File: config.mk
export PLATFORM = sky130hd
export DESIGN_NAME = fifo_wr
export DESIGN_NICKNAME = d
export VERILOG_FILES = /design/src/rtl/fifo_ip_pkg.sv /design/src/rtl/sync_2ff.sv /design/src/rtl/fifo_wr.sv
export SDC_FILE = /design/constraint.sdc
export NUM_CORES = 1
export LEC_CHECK = 0
export CORE_MARGIN = 2
export CORE_UTILIZATION = 40
export CTS_CLUSTER_DIAMETER = 50
export DETAILED_ROUTE_END_ITERATION = 10
export PLACE_DENSITY = 0.7
export SLEW_MARGIN = 40
export SYNTH_ARGS = -nofsm -noshare
export SYNTH_HDL_FRONTEND = slang
export SYNTH_SLANG_ARGS = --single-unit
File: constraint.sdc
create_clock -name clk -period 5.06 [get_ports clk]
set_clock_uncertainty 0.1 [all_clocks]
set_input_delay 1.518 -clock clk [delete_from_list [all_inputs] [get_ports clk]]
set_output_delay 1.518 -clock clk [all_outputs]
set_load 0.005 [all_outputs]
File: src/rtl/fifo_ip_pkg.sv
// Shared definitions for the IP-FIFO test design (writer and reader).
// Holds the producer/consumer FSM encoding and the burst counter width.
package fifo_ip_pkg;

   localparam int BURST_CNT_W = 16;

   typedef enum logic [1:0] {
      S_IDLE  = 2'd0,
      S_WAIT  = 2'd1,
      S_WRITE = 2'd2
   } fifo_state_t;

endpackage

File: src/rtl/sync_2ff.sv
// Generic two-flop synchroniser with synchronous active-high reset.
// Ports: clk, rst, d (async in), d0 (first stage), q (synchronised out).
module sync_2ff (
   input  logic clk,
   input  logic rst,
   input  logic d,
   output logic d0,
   output logic q
);

   always_ff @(posedge clk) begin
      if (rst) begin
         d0 <= 1'b0;
         q  <= 1'b0;
      end else begin
         d0 <= d;
         q  <= d0;
      end
   end

endmodule

File: src/rtl/fifo_wr.sv
// FIFO write-side producer: on a rising almost_empty, waits DLY_CYCLES
// then writes an incrementing stream every cycle until almost_full.
// Ports: clk, rst (sync, active high), almost_empty (async), almost_full,
//        full -> fifo_wr_en, fifo_wr_data, busy, burst_cnt, ovf_err.
// Build option: FIFO_WR_OVF_CHK_EN enables the sticky ovf_err flag.
module fifo_wr
   import fifo_ip_pkg::*;
#(
   parameter int           DATA_W     = 8,
   parameter int           DLY_CYCLES = 10,
   parameter logic [DATA_W-1:0] DATA_START = '0
) (
   input  logic                   clk,
   input  logic                   rst,
   input  logic                   almost_empty,
   input  logic                   almost_full,
   input  logic                   full,
   output logic                   fifo_wr_en,
   output logic [DATA_W-1:0]      fifo_wr_data,
   output logic                   busy,
   output logic [BURST_CNT_W-1:0] burst_cnt,
   output logic                   ovf_err
);

   localparam logic [7:0] DLY_LAST = 8'(DLY_CYCLES - 1);

   fifo_state_t             state, state_nxt;
   logic [7:0]              cnt, cnt_nxt;
   logic                    wr_req, wr_req_nxt;
   logic [BURST_CNT_W-1:0]  burst_nxt;
   logic                    ae_d0, ae_syn;
   logic                    start;

   sync_2ff u_ae_sync (
      .clk (clk),
      .rst (rst),
      .d   (almost_empty),
      .d0  (ae_d0),
      .q   (ae_syn)
   );

   // One pulse per rising edge of the synchronised flag.
   assign start      = ae_d0 & ~ae_syn;
   assign fifo_wr_en = wr_req & ~full;

   always_comb begin
      state_nxt  = state;
      cnt_nxt    = cnt;
      wr_req_nxt = wr_req;
      burst_nxt  = burst_cnt;
      case (state)
         S_IDLE: begin
            if (start)
               state_nxt = S_WAIT;
         end
         S_WAIT: begin
            if (cnt == DLY_LAST) begin
               cnt_nxt    = '0;
               state_nxt  = S_WRITE;
               wr_req_nxt = 1'b1;
            end else begin
               cnt_nxt = cnt + 8'd1;
            end
         end
         S_WRITE: begin
            // The write in this cycle still happens if not full.
            if (almost_full) begin
               wr_req_nxt = 1'b0;
               state_nxt  = S_IDLE;
               burst_nxt  = burst_cnt + BURST_CNT_W'(1);
            end
         end
         default: begin
            state_nxt  = S_IDLE;
            cnt_nxt    = '0;
            wr_req_nxt = 1'b0;
         end
      endcase
   end

   always_ff @(posedge clk) begin
      if (rst) begin
         state        <= S_IDLE;
         cnt          <= '0;
         wr_req       <= 1'b0;
         burst_cnt    <= '0;
         busy         <= 1'b0;
         fifo_wr_data <= DATA_START;
      end else begin
         state     <= state_nxt;
         cnt       <= cnt_nxt;
         wr_req    <= wr_req_nxt;
         burst_cnt <= burst_nxt;
         busy      <= (state_nxt == S_WAIT) ||
                      (state_nxt == S_WRITE);
         if (fifo_wr_en)
            fifo_wr_data <= fifo_wr_data + DATA_W'(1);
      end
   end

`ifdef FIFO_WR_OVF_CHK_EN
   logic ovf_q;

   always_ff @(posedge clk) begin
      if (rst)
         ovf_q <= 1'b0;
      else if (wr_req & full)
         ovf_q <= 1'b1;
   end

   assign ovf_err = ovf_q;
`else
   assign ovf_err = 1'b0;
`endif

endmodule

==> out/qor.yml, run 1 <==
status:
  status: "finished clean"
detailed_routing:
  avgViaCountPerCell: 5.26
  drc: 0
  vias: 1441
  antenna_left: 0
  wl_per_cell_microns: 12.4
  drt-initial-drc-count: 53
  drt-total-wl_microns: 3400
  dr.pass1.iters: 4
grt:
  grt_usage_pct: 14.3
  grtUsageMet1_pct: 18.3
  grt_max_degree: 37
  grt-ovfl-total: 0
  met3_usage_pct: 3.63
  busiest_layer: "met2"
  grt_pass1_wl_microns: 5760
  grt_util_met2_pct: 23.3
  antenna_found_initial: 0
  grt_pass1_vias: 1253
worst_setup_path:
  worstRegToRegCells: 4
  path_class: "input port to output pin"
  arrival_ns: 2.83
  startpoint_type: "input port"
  cp.required_ns: 3.44
  crit_fanout: 5
  crit_path_end_kind: "output pin"
sta:
  worst_slack_ns: 0.613
  finalSetupTns_ns: 0
  min_period_ns: 4.45
  hold_viol_final: 0
  setup_violations: 0
  slew_viol_final: 0
  tightest_slew_ns: 0.587
  post-route-period-util_pct: 87.9
  rsz0062_at_grt: "no"
  fmax_mhz: 225
  relSlewSlack_pct: 60.8
yosys:
  synthDominantCellAreaShare_pct: 43.9
  synth_seq_area_share_pct: 43.9
  synth_top_cell_by_area: "dfxtp_1"
  synth_cell_types: 46
  ys_top_cells_by_area: "dfxtp_1 44%, xor2_1 6.6%, nor2_1 5.2%"
  ys.flop_type: "dfxtp_1"
  post_synth.cell_area_avg_sq_um: 8.89
  synthCells: 195
  yosys_warnings: 0
  synth_seq_cells: 38
  syn_area_sq_um: 1730
  synth-edff-count: 0
  async_flop_share_pct: 0
  synthesis.nets: 204
final_layout:
  synthToLayoutAreaGrowth_pct: 24.1
  seq_area_sq_um: 761
  fin_cells: 274
  nets: 232
  multiInputGateArea_sq_um: 906
  final_area_sq_um: 2150
  finalCoreUtilization_pct: 52.6
  final_common_cell: "dfxtp_1"
  layout-drive-gt1-share_pct: 7.14
  num_antenna_cells: 0
  final_cell_mix: "38 x dfxtp_1, 30 x clkdlybuf4s50_1, 24 x nor2_1"
  fill_cells: 397
floorplan:
  start_util_pct: 42.4
  core_area_sq_um: 4090
  io_pins: 32
  die_y_microns: 69.8
  die_area_sq_um: 4870
  die_w_microns: 69.8
  std_cell_rows: 23
min_path:
  hold_class: "flop to flop"
  hold-path-cell-count: 1
placed_design:
  dp_hpwl_microns: 2410
  dp_slack_ns: 0.608
  gp_congestion: 0.850
  dp.cells: 266
  port_buffers: 30
  place_area_sq_um: 2060
clocking:
  htreeDepth: 2
  post_cts_buffers: 0
  cts.clk_slew.worst_paths_ns: 0.07
  clk_latency_ns: 0.28
  cts_made_buffers: 5
  cts_buffer_depth: 2
  cts-root-buf: "clkbuf_8"
  postCtsResizedCells: 0
  cts_tree: "built"
  numClockSinks: 38
  hold_buffers: 0
flow_run:
  maxCapViolations: 0
pwr:
  p_per_area_nw_per_um2: 251
  p_leak_nw: 0.785
  vdd_ir_drop_max_v: 0.000152
-- registers in the layout (all words and copies together) (netlist names) --
register and cells:
busy 1, wr_req 1, fifo_wr_data 8, state 2, cnt 8, u_ae_sync.d0 1, u_ae_sync.q 1, burst_cnt 16
-- worst max-delay path: stages --
cell	delay (ns)
clkdlybuf4s50_1	0.41
nor2b_1	0.32
clkdlybuf4s50_1	0.58
-- routing by layer --
metal	vias up	part of all wire, %
li1	745	-
met1	669	48
met2	21	47
met3	6	3.7
met4	0	1.6
met5	-	0
-- synthesized netlist by cell type, types with 2 or more instances --
| cell type | instances |
|---|---|
| clkbuf_1 | 6 |
| mux2i_1 | 2 |
| and3_1 | 3 |
| and4b_1 | 2 |
| xnor2_1 | 5 |
| inv_1 | 6 |
| or3_1 | 5 |
| nand4_1 | 8 |
| nand3_1 | 10 |
| a31oi_1 | 4 |
| nand2_1 | 8 |
| xor2_1 | 13 |
| nor3_1 | 3 |
| nand2b_1 | 3 |
| nor2_1 | 24 |
| a22o_1 | 2 |
| nor3b_1 | 2 |
| o21ai_0 | 6 |
| nor2b_1 | 3 |
| ha_1 | 4 |
| a21oi_1 | 11 |
| nand3b_1 | 2 |
| buf_2 | 2 |
| dfxtp_1 | 38 |
| or2_2 | 2 |
-- stage by stage --
step	hold WS, ns	total power [mW]
global placement	0.355	0.335
finish	0.368	0.540
CTS	0.373	0.548
detailed placement	0.358	0.335
floorplan	0.339	0.327
global route	0.396	0.560
-- final timing paths --
path                      startpoint                     end  slack [ns]
max                             full              fifo_wr_en        0.61
min          u_ae_sync.d0$_SDFF_PP0_  u_ae_sync.q$_SDFF_PP0_        0.37
max reg2reg      state[0]$_SDFF_PP0_     cnt[7]$_SDFFE_PP0N_        3.13
min reg2reg  u_ae_sync.d0$_SDFF_PP0_  u_ae_sync.q$_SDFF_PP0_        0.37
-- cells by family after synthesis --
family                     share of synthesized area, %
AOI/OAI and AO/OA                                  11.3
other                                             0.216
buffers and inverters                              3.83
xor gates and xnor gates                           9.10
muxes                                              1.81
and+or+nand+nor                                    26.9
adders and majority gates                          2.89
DFF                                                43.9
-- power breakdown --
group / internal (mW) / switching, mW / total [mW] / leakage, nW
Clock: 0.110 / 0.102 / 0.212 / 0.0482
Combinational: 0.0112 / 0.0123 / 0.0235 / 0.430
Sequential: 0.302 / 0.00309 / 0.305 / 0.307
-- area by class of cell --
type	instances	area share [%]
Timing Repair Buffer	31	14.3
Tap cell	50	2.91
Clock inverter	1	0.233
Multi-Input combinational cell	141	42.1
Clock buffer	7	4.01
Sequential cell	38	35.4
Inverter	6	1.05
No activity file was read; power rests on OpenSTA's default activity.
==> inputs of run 2 (changes only) <==
Settings changed: CTS_CLUSTER_DIAMETER 50 to not set.
==> results of run 2 <==
Same layout as run 1: the final DEF is identical, and so are final timing and power.
==> inputs of run 3 (changes only) <==
Settings changed: ABC_AREA set to 1, PLACE_DENSITY 0.7 to 0.69.
==> out/qor.yml, run 3 <==
status:
  status: "finished clean"
worst_setup_path:
  crit_path_end_kind: "output pin"
  startpoint_type: "input port"
  crit_slowest_cell: "clkdlybuf4s50_1"
  path_class: "input port to output pin"
  arrival_ns: 2.68
  crit_path_cell_trace: "clkdlybuf4s50_1 -> nor2_4 -> clkdlybuf4s50_1"
  crit_fanout: 6
  slowest_delay_ns: 0.52
  cp.required_ns: 3.44
  cpMostUsedCell: "clkdlybuf4s50_1"
final_layout:
  final_cell_mix: "60 x nand2_1, 38 x inv_1, 38 x dfxtp_1"
  fill_cells: 443
  synthToLayoutAreaGrowth_pct: 21.8
  seq_area_sq_um: 761
  reg_top3: "burst_cnt (16), cnt (8), fifo_wr_data (8)"
  nets: 303
  multiInputGateArea_sq_um: 937
  fin_cells: 346
  final_common_cell: "nand2_1"
  largest_reg_flops: 16
  layout-drive-gt1-share_pct: 6.12
  num_antenna_cells: 0
  finalCoreUtilization_pct: 51.4
  regMostFlops: "burst_cnt"
sta:
  worst_slack_ns: 0.766
  fmax_mhz: 233
  post-route-period-util_pct: 84.9
  hold_viol_final: 0
  tightest_slew_ns: 0.696
  relSlewSlack_pct: 53.5
  rsz0062_at_grt: "no"
  setup_violations: 0
  slew_viol_final: 0
  finalSetupTns_ns: 0
  min_period_ns: 4.29
clocking:
  cts_made_buffers: 5
  clk_latency_ns: 0.29
  hold_buffers: 0
  cts.clk_slew.worst_paths_ns: 0.06
  cts_buffer_depth: 2
  postCtsResizedCells: 0
  post_cts_buffers: 0
  htreeDepth: 2
  cts_tree: "built"
  numClockSinks: 38
  cts-root-buf: "clkbuf_8"
pwr:
  clkPwrFrac_pct: 37.3
  p_switching_mw: 0.117
  netSwitchingFraction_pct: 22.4
  vdd_ir_drop_max_v: 0.000169
  power_mw: 0.522
  internal_power_mw: 0.405
  p_leak_nw: 0.887
  p_per_area_nw_per_um2: 229
  combPwrFrac_pct: 4.5
  pwr-share-seq_pct: 58.1
yosys:
  synth_cell_types: 29
  synth-edff-count: 0
  async_flop_share_pct: 0
  ys.flop_type: "dfxtp_1"
  synthCells: 262
  synth_seq_cells: 38
  synthTopCellsByCount: "60 x nand2_1, 38 x dfxtp_1, 38 x inv_1"
  syn_area_sq_um: 1870
  yosysMostFrequentCell: "nand2_1"
  synth_seq_area_share_pct: 40.6
  ys_top_cells_by_area: "dfxtp_1 41%, nand2_1 12%, inv_1 7.6%"
  yosys_warnings: 0
  post_synth.cell_area_avg_sq_um: 7.15
  synth_top_cell_by_area: "dfxtp_1"
  synthesis.nets: 271
  synthDominantCellAreaShare_pct: 40.6
detailed_routing:
  avgViaCountPerCell: 4.74
  drc: 0
  drt-initial-drc-count: 67
  wl_per_cell_microns: 10.5
  vias: 1639
  drt-total-wl_microns: 3650
  dr.pass1.iters: 4
  antenna_left: 0
grt:
  grt-ovfl-total: 0
  grt_max_degree: 24
  grt_usage_pct: 15.3
  antenna_found_initial: 0
  grt_pass1_vias: 1466
  grt_pass1_wl_microns: 6300
floorplan:
  std_cell_rows: 24
  io_pins: 32
  die_w_microns: 72.5
  start_util_pct: 42.2
  die_y_microns: 72.5
  core_area_sq_um: 4440
  die_area_sq_um: 5250
placed_design:
  dp_slack_ns: 0.767
  dp_hpwl_microns: 2600
  dp.cells: 339
  port_buffers: 30
  gp_congestion: 0.859
min_path:
  hold_class: "flop to flop"
flow_run:
  maxCapViolations: 0
run 3: layout make-up:
class,instances,share of cell area (%)
Clock buffer,7,3.34
Sequential cell,38,33.3
Multi-Input combinational cell,181,41.1
Tap cell,52,2.85
Inverter,38,6.25
Timing Repair Buffer,30,13.2
run 3: layer usage:
layer	share of wire (%)	vias to the layer above	GRT usage, %
met5	0	-	0
met4	1.3	0	5.56
met3	4.8	7	5.00
met2	46	29	24.3
met1	48	716	19.5
li1	-	887	-
run 3: final timing paths:
path | start | to | slack [ns] | cells after the start
worst min register to register | u_ae_sync.d0$_SDFF_PP0_ | u_ae_sync.q$_SDFF_PP0_ | 0.32 | 2
worst min-delay path | u_ae_sync.d0$_SDFF_PP0_ | u_ae_sync.q$_SDFF_PP0_ | 0.32 | 2
worst max-delay path | full | fifo_wr_en | 0.77 | 3
worst max register to register | state[0]$_SDFF_PP0_ | burst_cnt[13]$_SDFFE_PP0P_ | 3.49 | 6
run 3: critical path, delay by kind of cell:
family / cells / cell delay [ns]
and+or+nand+nor: 1 / 0.18
buffers and inverters: 2 / 0.98
run 3: cell families after synthesis:
family	count (synthesis)	synth area share, %
other	1	0.200
xor gates and xnor gates	4	1.87
and+or+nand+nor	135	34.8
buffers and inverters	43	9.41
AOI/OAI and AO/OA	37	10.4
adders and majority gates	4	2.67
DFF	38	40.6
run 3: power groups by stage:
stage / clock network, mW / registers (mW) / logic, mW
detailed placement: 0 / 0.310 / 0.0240
floorplan: 0 / 0.310 / 0.0160
global placement: 0 / 0.310 / 0.0236
global route: 0.218 / 0.303 / 0.0268
CTS: 0.200 / 0.303 / 0.0241
finish: 0.195 / 0.303 / 0.0236
run 3: through the flow:
step                instance area, sq um  hold slack [ns]
floorplan                           1870            0.303
CTS                                 2280            0.321
detailed placement                  2210            0.311
finish                              2280            0.321
global placement                    2210            0.310
global route                        2280            0.343
